**config.mk**
```make
export PLATFORM = sky130hd
export DESIGN_NAME = crypto_round_sequencer
export DESIGN_NICKNAME = d
export VERILOG_FILES = /design/src/rtl/crypto_round_sequencer.sv
export SDC_FILE = /design/constraint.sdc
export NUM_CORES = 1
export LEC_CHECK = 0
export CAP_MARGIN = 40
export CELL_PAD_IN_SITES_DETAIL_PLACEMENT = 0
export CELL_PAD_IN_SITES_GLOBAL_PLACEMENT = 1
export CORE_MARGIN = 2
export CORE_UTILIZATION = 48
export CTS_CLUSTER_DIAMETER = 40
export CTS_CLUSTER_SIZE = 20
export DETAILED_ROUTE_END_ITERATION = 10
export DONT_BUFFER_PORTS = 1
export PLACE_DENSITY = 0.75
export SYNTH_ARGS = -nofsm -noshare
export SYNTH_HDL_FRONTEND = slang
export SYNTH_SLANG_ARGS = --single-unit
```
**constraint.sdc**
```tcl
create_clock -name clk -period 3 [get_ports clk]
set_input_delay 0.3 -clock clk [delete_from_list [all_inputs] [get_ports clk]]
set_output_delay 0.3 -clock clk [all_outputs]
set_load 0.01 [all_outputs]
```
**src/rtl/crypto_round_sequencer.sv**
```systemverilog
// Round sequencer for the block-cipher datapath: encrypt/decrypt strobe sequencing with settle gaps.
// Optional `abort` input is present only when CRYPTO_SEQ_ABORT_EN is defined.
module crypto_round_sequencer #(
    parameter int unsigned ROUNDS        = 10,
    parameter int unsigned SETTLE_CYCLES = 1
) (
    input  logic        clk,
    input  logic        rst,
    input  logic        bgn,
    input  logic [1:0]  mode,
`ifdef CRYPTO_SEQ_ABORT_EN
    input  logic        abort,
`endif
    output logic [10:0] ctrl,
    output logic        inv,
    output logic [3:0]  round,
    output logic        busy,
    output logic        done,
    output logic        err
);

    localparam logic [3:0] LAST_ROUND  = 4'(ROUNDS);
    localparam logic [2:0] SETTLE_LAST = (SETTLE_CYCLES == 0) ? 3'd0 : 3'(SETTLE_CYCLES - 1);

    typedef enum logic [3:0] {
        S_IDLE,
        S_LOAD,
        S_KEY_ADD0,
        S_KEY_ADD,
        S_SAVE_STEP,
        S_SHIFT_STEP,
        S_SAVE,
        S_SUB,
        S_SHIFT,
        S_MIX,
        S_KEY_SUB,
        S_OUT_DATA,
        S_OUT_KEY,
        S_FIN,
        S_SETTLE
    } state_t;

    state_t      state, state_d;
    state_t      ret, ret_d;
    state_t      succ;
    logic [2:0]  cnt, cnt_d;
    logic [10:0] ctrl_d;
    logic        reject;
    logic        abort_hit;

    // Successor of the current operation state; inv selects the decrypt ordering.
    always_comb begin
        succ = S_IDLE;
        case (state)
            S_LOAD:       succ = S_KEY_ADD0;
            S_KEY_ADD0:   succ = inv ? S_SHIFT_STEP : S_SAVE_STEP;
            S_SAVE_STEP:  succ = S_SUB;
            S_SHIFT_STEP: succ = S_SUB;
            S_SUB:        succ = inv ? S_KEY_SUB : S_SHIFT;
            S_SHIFT:      succ = (round == LAST_ROUND) ? S_KEY_SUB : S_MIX;
            S_MIX:        succ = inv ? S_SAVE : S_KEY_SUB;
            S_SAVE:       succ = S_SHIFT_STEP;
            S_KEY_SUB:    succ = S_KEY_ADD;
            S_KEY_ADD: begin
                if (inv) succ = (round == 4'd0) ? S_OUT_DATA : S_MIX;
                else     succ = (round == LAST_ROUND) ? S_OUT_DATA : S_SAVE_STEP;
            end
            S_OUT_DATA:   succ = S_OUT_KEY;
            S_OUT_KEY:    succ = S_FIN;
            default:      succ = S_IDLE;
        endcase
    end

    always_comb begin
        state_d   = state;
        ret_d     = ret;
        cnt_d     = cnt;
        reject    = 1'b0;
        abort_hit = 1'b0;
        case (state)
            S_IDLE: begin
                if (bgn) begin
                    if (mode == 2'b01 || mode == 2'b10) state_d = S_LOAD;
                    else                                reject  = 1'b1;
                end
            end
            S_FIN:    state_d = S_IDLE;
            S_SETTLE: begin
                if (cnt == 3'd0) state_d = ret;
                else             cnt_d   = cnt - 3'd1;
            end
            default: begin
                if (SETTLE_CYCLES == 0) begin
                    state_d = succ;
                end else begin
                    state_d = S_SETTLE;
                    ret_d   = succ;
                    cnt_d   = SETTLE_LAST;
                end
            end
        endcase
`ifdef CRYPTO_SEQ_ABORT_EN
        if (abort && state != S_IDLE && state != S_FIN) begin
            state_d   = S_IDLE;
            abort_hit = 1'b1;
        end
`endif

        ctrl_d = '0;
        case (state_d)
            S_LOAD:       ctrl_d[0]  = 1'b1;
            S_KEY_ADD0,
            S_KEY_ADD:    ctrl_d[1]  = 1'b1;
            S_SAVE_STEP: begin
                ctrl_d[2] = 1'b1;
                ctrl_d[7] = 1'b1;
            end
            S_SHIFT_STEP: begin
                ctrl_d[4] = 1'b1;
                ctrl_d[7] = 1'b1;
            end
            S_SAVE:       ctrl_d[2]  = 1'b1;
            S_SUB:        ctrl_d[3]  = 1'b1;
            S_SHIFT:      ctrl_d[4]  = 1'b1;
            S_MIX:        ctrl_d[5]  = 1'b1;
            S_KEY_SUB:    ctrl_d[6]  = 1'b1;
            S_OUT_DATA:   ctrl_d[8]  = 1'b1;
            S_OUT_KEY:    ctrl_d[9]  = 1'b1;
            S_FIN:        ctrl_d[10] = 1'b1;
            default:      ctrl_d     = '0;
        endcase
    end

    // Outputs are registered from the next state so strobes line up with state entry.
    always_ff @(posedge clk or negedge rst) begin
        if (!rst) begin
            state <= S_IDLE;
            ret   <= S_IDLE;
            cnt   <= '0;
            ctrl  <= '0;
            inv   <= 1'b0;
            round <= '0;
            busy  <= 1'b0;
            done  <= 1'b0;
            err   <= 1'b0;
        end else begin
            state <= state_d;
            ret   <= ret_d;
            cnt   <= cnt_d;
            ctrl  <= ctrl_d;
            busy  <= (state_d != S_IDLE);
            done  <= (state_d == S_FIN);
            err   <= reject | abort_hit;
            if (abort_hit) begin
                inv   <= 1'b0;
                round <= '0;
            end else if (state == S_IDLE && state_d == S_LOAD) begin
                inv   <= (mode == 2'b10);
                round <= (mode == 2'b10) ? LAST_ROUND : 4'd0;
            end else if (state_d == S_IDLE) begin
                inv <= 1'b0;
            end else if (state_d == S_SAVE_STEP) begin
                round <= round + 4'd1;
            end else if (state_d == S_SHIFT_STEP) begin
                round <= round - 4'd1;
            end
        end
    end

endmodule

```
==> report_table.html <==
<table>
<tr><th>Metric</th><th>Value</th></tr>
<tr><th colspan="2">Critical path</th></tr>
<tr><td>Arrival time of data at the critical path endpoint</td><td>2.84 ns</td></tr>
<tr><td>Most common cell on crit path</td><td>sky130_fd_sc_hd__ha_1</td></tr>
<tr><td>Maximum fanout along the worst path</td><td>5</td></tr>
<tr><td>Type of the worst setup path</td><td>reg -&gt; reg</td></tr>
<tr><td>Delay of the slowest cell on the worst path</td><td>0.38 ns</td></tr>
<tr><td>Endpoint kind of the worst setup timing path</td><td>register</td></tr>
<tr><td>Critical Path, Cell by Cell</td><td>inv_1 &gt; ha_1 &gt; ha_1 &gt; inv_2 &gt; nor4_4 &gt; nand2_1 &gt; ha_1 &gt; a211oi_1 &gt; or3_1 &gt; a31o_1 &gt; a31oi_1</td></tr>
<tr><td>Slowest library cell on the worst path</td><td>sky130_fd_sc_hd__dfrtp_1</td></tr>
<tr><td>Startpoint type of the worst setup path</td><td>register</td></tr>
<tr><td>Data required time at the worst endpoint</td><td>3.24 ns</td></tr>
<tr><th colspan="2">Cells and area</th></tr>
<tr><td>Final #Nets</td><td>179</td></tr>
<tr><td>ANT cells</td><td>0</td></tr>
<tr><td>Post-synthesis to final-layout area growth</td><td>10.0%</td></tr>
<tr><td>Filler cell count</td><td>293</td></tr>
<tr><td>Storage cell area</td><td>726 sq um</td></tr>
<tr><td>Multi-input gate area in the final layout</td><td>781 sq um</td></tr>
<tr><td>Fraction of final layout cells sized beyond drive strength 1</td><td>0.142</td></tr>
<tr><td>Final cell utilization of the core</td><td>0.567</td></tr>
<tr><td>Number of non-filler instances in the completed layout</td><td>213</td></tr>
<tr><th colspan="2">Routing</th></tr>
<tr><td>Remaining antenna violation count after routing</td><td>0</td></tr>
<tr><td>DRT iter0 DRCs</td><td>36</td></tr>
<tr><td>Number of vias per cell after detailed routing</td><td>5.54</td></tr>
<tr><td>Routed WL</td><td>3160 um</td></tr>
<tr><td>Residual DRC</td><td>0</td></tr>
<tr><td>Average wire per cell in the routed design</td><td>14.8 um</td></tr>
<tr><td>DR pass1 iterations</td><td>3</td></tr>
<tr><td>Routed vias</td><td>1180</td></tr>
<tr><th colspan="2">Timing</th></tr>
<tr><td>Max-slew headroom at the worst pin</td><td>0.736</td></tr>
<tr><td>Worst-Margin Slew</td><td>0.394 ns</td></tr>
<tr><td>Final setup violation count</td><td>0</td></tr>
<tr><td>Fraction of the cycle the final worst path needs</td><td>0.868</td></tr>
<tr><td>Hold violation total from the final report</td><td>0</td></tr>
<tr><td>Setup_tns</td><td>0 ns</td></tr>
<tr><td>Time the worst path needs with I/O delays and setup</td><td>2.60 ns</td></tr>
<tr><td>Achievable clock frequency</td><td>384 MHz</td></tr>
<tr><td>Count of final max-slew check failures</td><td>0</td></tr>
<tr><td>Unrepaired setup endpoints after global routing</td><td>false</td></tr>
<tr><td>Worst Clk Skew</td><td>0.00474 ns</td></tr>
<tr><th colspan="2">Power and ir drop</th></tr>
<tr><td>Ratio of total power to cell area</td><td>993 mW/mm^2</td></tr>
<tr><td>Int Pwr</td><td>1.02 mW</td></tr>
<tr><td>Combinational cell fraction of total power</td><td>0.431</td></tr>
<tr><td>Clock Power Share</td><td>0.187</td></tr>
<tr><td>Sw Ratio</td><td>0.414</td></tr>
<tr><td>Switching power summed over all nets</td><td>0.722 mW</td></tr>
<tr><td>Seq pwr share</td><td>0.382</td></tr>
<tr><td>Overall power of the completed layout</td><td>1.75 mW</td></tr>
<tr><td>Maximum vdd drop</td><td>0.000545 V</td></tr>
<tr><td>Leakage component of the power</td><td>0.771 nW</td></tr>
<tr><th colspan="2">CTS</th></tr>
<tr><td>Number of buffers inserted during clock tree synthesis</td><td>5</td></tr>
<tr><td>Clock Path Buffers</td><td>2</td></tr>
<tr><td>Clock tree root buffer cell</td><td>sky130_fd_sc_hd__clkbuf_4</td></tr>
<tr><td>Clock insertion delay at the later pin of the skew report</td><td>0.32 ns</td></tr>
<tr><td>Htree depth</td><td>2</td></tr>
<tr><td>Number of resized instances in the post-cts repair step</td><td>0</td></tr>
<tr><td>Clock-pin slew on the worst setup and hold paths</td><td>0.09 ns</td></tr>
<tr><td>Clock tree from TritonCTS</td><td>yes</td></tr>
<tr><td># hold bufs at CTS</td><td>2</td></tr>
<tr><td>Number of post-CTS setup repair buffers</td><td>0</td></tr>
<tr><td>Total number of clock tree sinks</td><td>29</td></tr>
<tr><th colspan="2">Global routing</th></tr>
<tr><td>First-pass GRT wire length</td><td>5500 um</td></tr>
<tr><td>Via count of the first global-routing pass</td><td>1146</td></tr>
<tr><td>Total global-route track usage</td><td>0.205</td></tr>
<tr><td>Antenna violations before repair</td><td>0</td></tr>
<tr><td>Maximum number of pins on one net before global-route repair</td><td>30</td></tr>
<tr><td>Total grt overflow</td><td>0</td></tr>
<tr><th colspan="2">Die</th></tr>
<tr><td>Area of the die</td><td>0.00381 sq mm</td></tr>
<tr><td>CORE AREA</td><td>0.00310 sq mm</td></tr>
<tr><td>IO Pins</td><td>24</td></tr>
<tr><td># rows</td><td>20</td></tr>
<tr><td>Overall die width</td><td>61.7 um</td></tr>
<tr><td>Initial core utilization</td><td>0.515</td></tr>
<tr><td>Die Ht</td><td>61.7 um</td></tr>
<tr><th colspan="2">Yosys</th></tr>
<tr><td>Share of the yosys chip area belonging to registers</td><td>0.454</td></tr>
<tr><td>YS warnings</td><td>0</td></tr>
<tr><td>Synthesized flop and latch total</td><td>29</td></tr>
<tr><td>Gate count of the mapped netlist</td><td>162</td></tr>
<tr><td>Area of the mapped netlist</td><td>0.00160 sq mm</td></tr>
<tr><td>Per-instance average area after synthesis</td><td>9.86 sq um</td></tr>
<tr><td>Nets in the synthesized netlist</td><td>173</td></tr>
<tr><td>Cell variety after synth</td><td>49</td></tr>
<tr><th colspan="2">Status</th></tr>
<tr><td>Result of the run</td><td>finished, final reports clean</td></tr>
<tr><th colspan="2">Placed design</th></tr>
<tr><td>Total half-perimeter wirelength after legalization and detailed placement</td><td>2340 um</td></tr>
<tr><td>IO Port Bufs</td><td>0</td></tr>
<tr><td>Instance count after placement with tap cells included</td><td>203</td></tr>
<tr><td>RD Place Congestion</td><td>0.808</td></tr>
<tr><th colspan="2">Hold path</th></tr>
<tr><td>Min-delay worst type</td><td>in -&gt; reg</td></tr>
<tr><th colspan="2">Job</th></tr>
<tr><td>Count of maximum capacitance violations</td><td>0</td></tr>
</table>
## cell usage in the layout, fill, tap and decap left out, types with 5 or more instances in the layout
cell type and instances:
sky130_fd_sc_hd__nor3_1 6, sky130_fd_sc_hd__ha_1 5, sky130_fd_sc_hd__a21oi_1 14, sky130_fd_sc_hd__nand2_1 19, sky130_fd_sc_hd__clkbuf_4 5, sky130_fd_sc_hd__nor2_1 14, sky130_fd_sc_hd__o21ai_0 5, sky130_fd_sc_hd__dfrtp_1 29
sky130_fd_sc_hd__inv_1 8, sky130_fd_sc_hd__buf_4 5
## routing by layer
layer	vias up	GRT usage	part of all wire	routed length (um)
li1	591	-	-	-
met1	564	0.274	0.46	1460
met2	20	0.314	0.49	1540
met3	5	0.0704	0.034	106
met4	0	0.0638	0.014	44
met5	-	0	0	0
## kinds of logic after synthesis
family,after synthesis,share of synthesized area
flip-flops,29,0.454
AO/OA/AOI/OAI,38,0.161
buffers and inverters,19,0.0572
multiplexers,3,0.0196
AND/OR/NAND/NOR,65,0.245
adder cells (fa/ha/maj),6,0.0517
XOR/XNOR,2,0.0110
## registers in the layout, indices dropped and copies added (netlist names)
register  flops
busy          1
inv           1
ret           4
cnt           3
round         4
err           1
ctrl         11
state         4
## per-stage QoR
step	worst slack (ns)	instance area, sq um	hold WS [ns]
floorplan	0.349	1600	0.00441
global placement	0.469	1640	0.00500
detailed placement	0.409	1640	0.00503
CTS	0.382	1760	0.207
global route	0.221	1760	0.217
finish	0.397	1760	0.228
## path summary, 6_finish.rpt
path | slack, ns | to | depth (start not counted) | startpoint
worst max-delay path | 0.40 | round[3] | 11 | cnt[0]
worst min-delay path | 0.23 | err | 2 | bgn
worst max register to register | 0.40 | round[3] | 11 | cnt[0]
worst min register to register | 0.46 | cnt[0] | 1 | cnt[0]
max in group asynchronous | 2.43 | cnt[0] | 2 | rst
min in group asynchronous | 0.41 | round[0] | 2 | rst
## worst max-delay path: cells and delay by family (launching register included)
kind | cells | cell delay [ns]
AO/OA/AOI/OAI | 3 | 0.45
adder cells (fa/ha/maj) | 3 | 0.72
buffers and inverters | 2 | 0.17
flip-flops | 1 | 0.38
AND/OR/NAND/NOR | 3 | 0.80
## Yosys cell counts, drive strengths merged
master / count / share of area
dfrtp: 29 / 0.45
nand2: 19 / 0.045
a21oi: 14 / 0.044
nor2: 14 / 0.033
inv: 11 / 0.027
nor3: 9 / 0.042
o21ai: 6 / 0.019
buf: 5 / 0.023
ha: 5 / 0.039
or3: 4 / 0.019
and2: 3 / 0.012
clkbuf: 3 / 0.0070
nand2b: 3 / 0.012
a211oi: 2 / 0.0094
a21o: 2 / 0.0094
a31oi: 2 / 0.017
and4: 2 / 0.011
mux2i: 2 / 0.013
nand4: 2 / 0.0078
nor4: 2 / 0.017
o21bai: 2 / 0.0094
o22ai: 2 / 0.0078
o2bb2ai: 2 / 0.011
xnor2: 2 / 0.011
a221oi: 1 / 0.0055
a22o: 1 / 0.0055
a31o: 1 / 0.0055
a32o: 1 / 0.0063
and4b: 1 / 0.0086
fa: 1 / 0.013
mux2: 1 / 0.0070
nand3: 1 / 0.0031
nand4b: 1 / 0.015
nand4bb: 1 / 0.0070
nor4b: 1 / 0.0055
o2111ai: 1 / 0.0055
o311a: 1 / 0.0063
or2: 1 / 0.0039
or2b: 1 / 0.0047
## area by class of cell
cell class / count / share of cell area
Clock buffer: 7 / 0.0313
Clock inverter: 1 / 0.0171
Inverter: 11 / 0.0249
Multi-Input combinational cell: 114 / 0.444
Sequential cell: 29 / 0.413
Tap cell: 44 / 0.0313
Timing Repair Buffer: 7 / 0.0384
## power groups by stage
stage | Sequential [mW] | Clock, mW | Combinational, mW
floorplan | 0.625 | 0 | 0.628
global placement | 0.673 | 0 | 0.724
detailed placement | 0.676 | 0 | 0.741
CTS | 0.668 | 0.340 | 0.756
global route | 0.691 | 0.369 | 0.855
finish | 0.666 | 0.326 | 0.753
No activity file was read; power rests on OpenSTA's default activity.
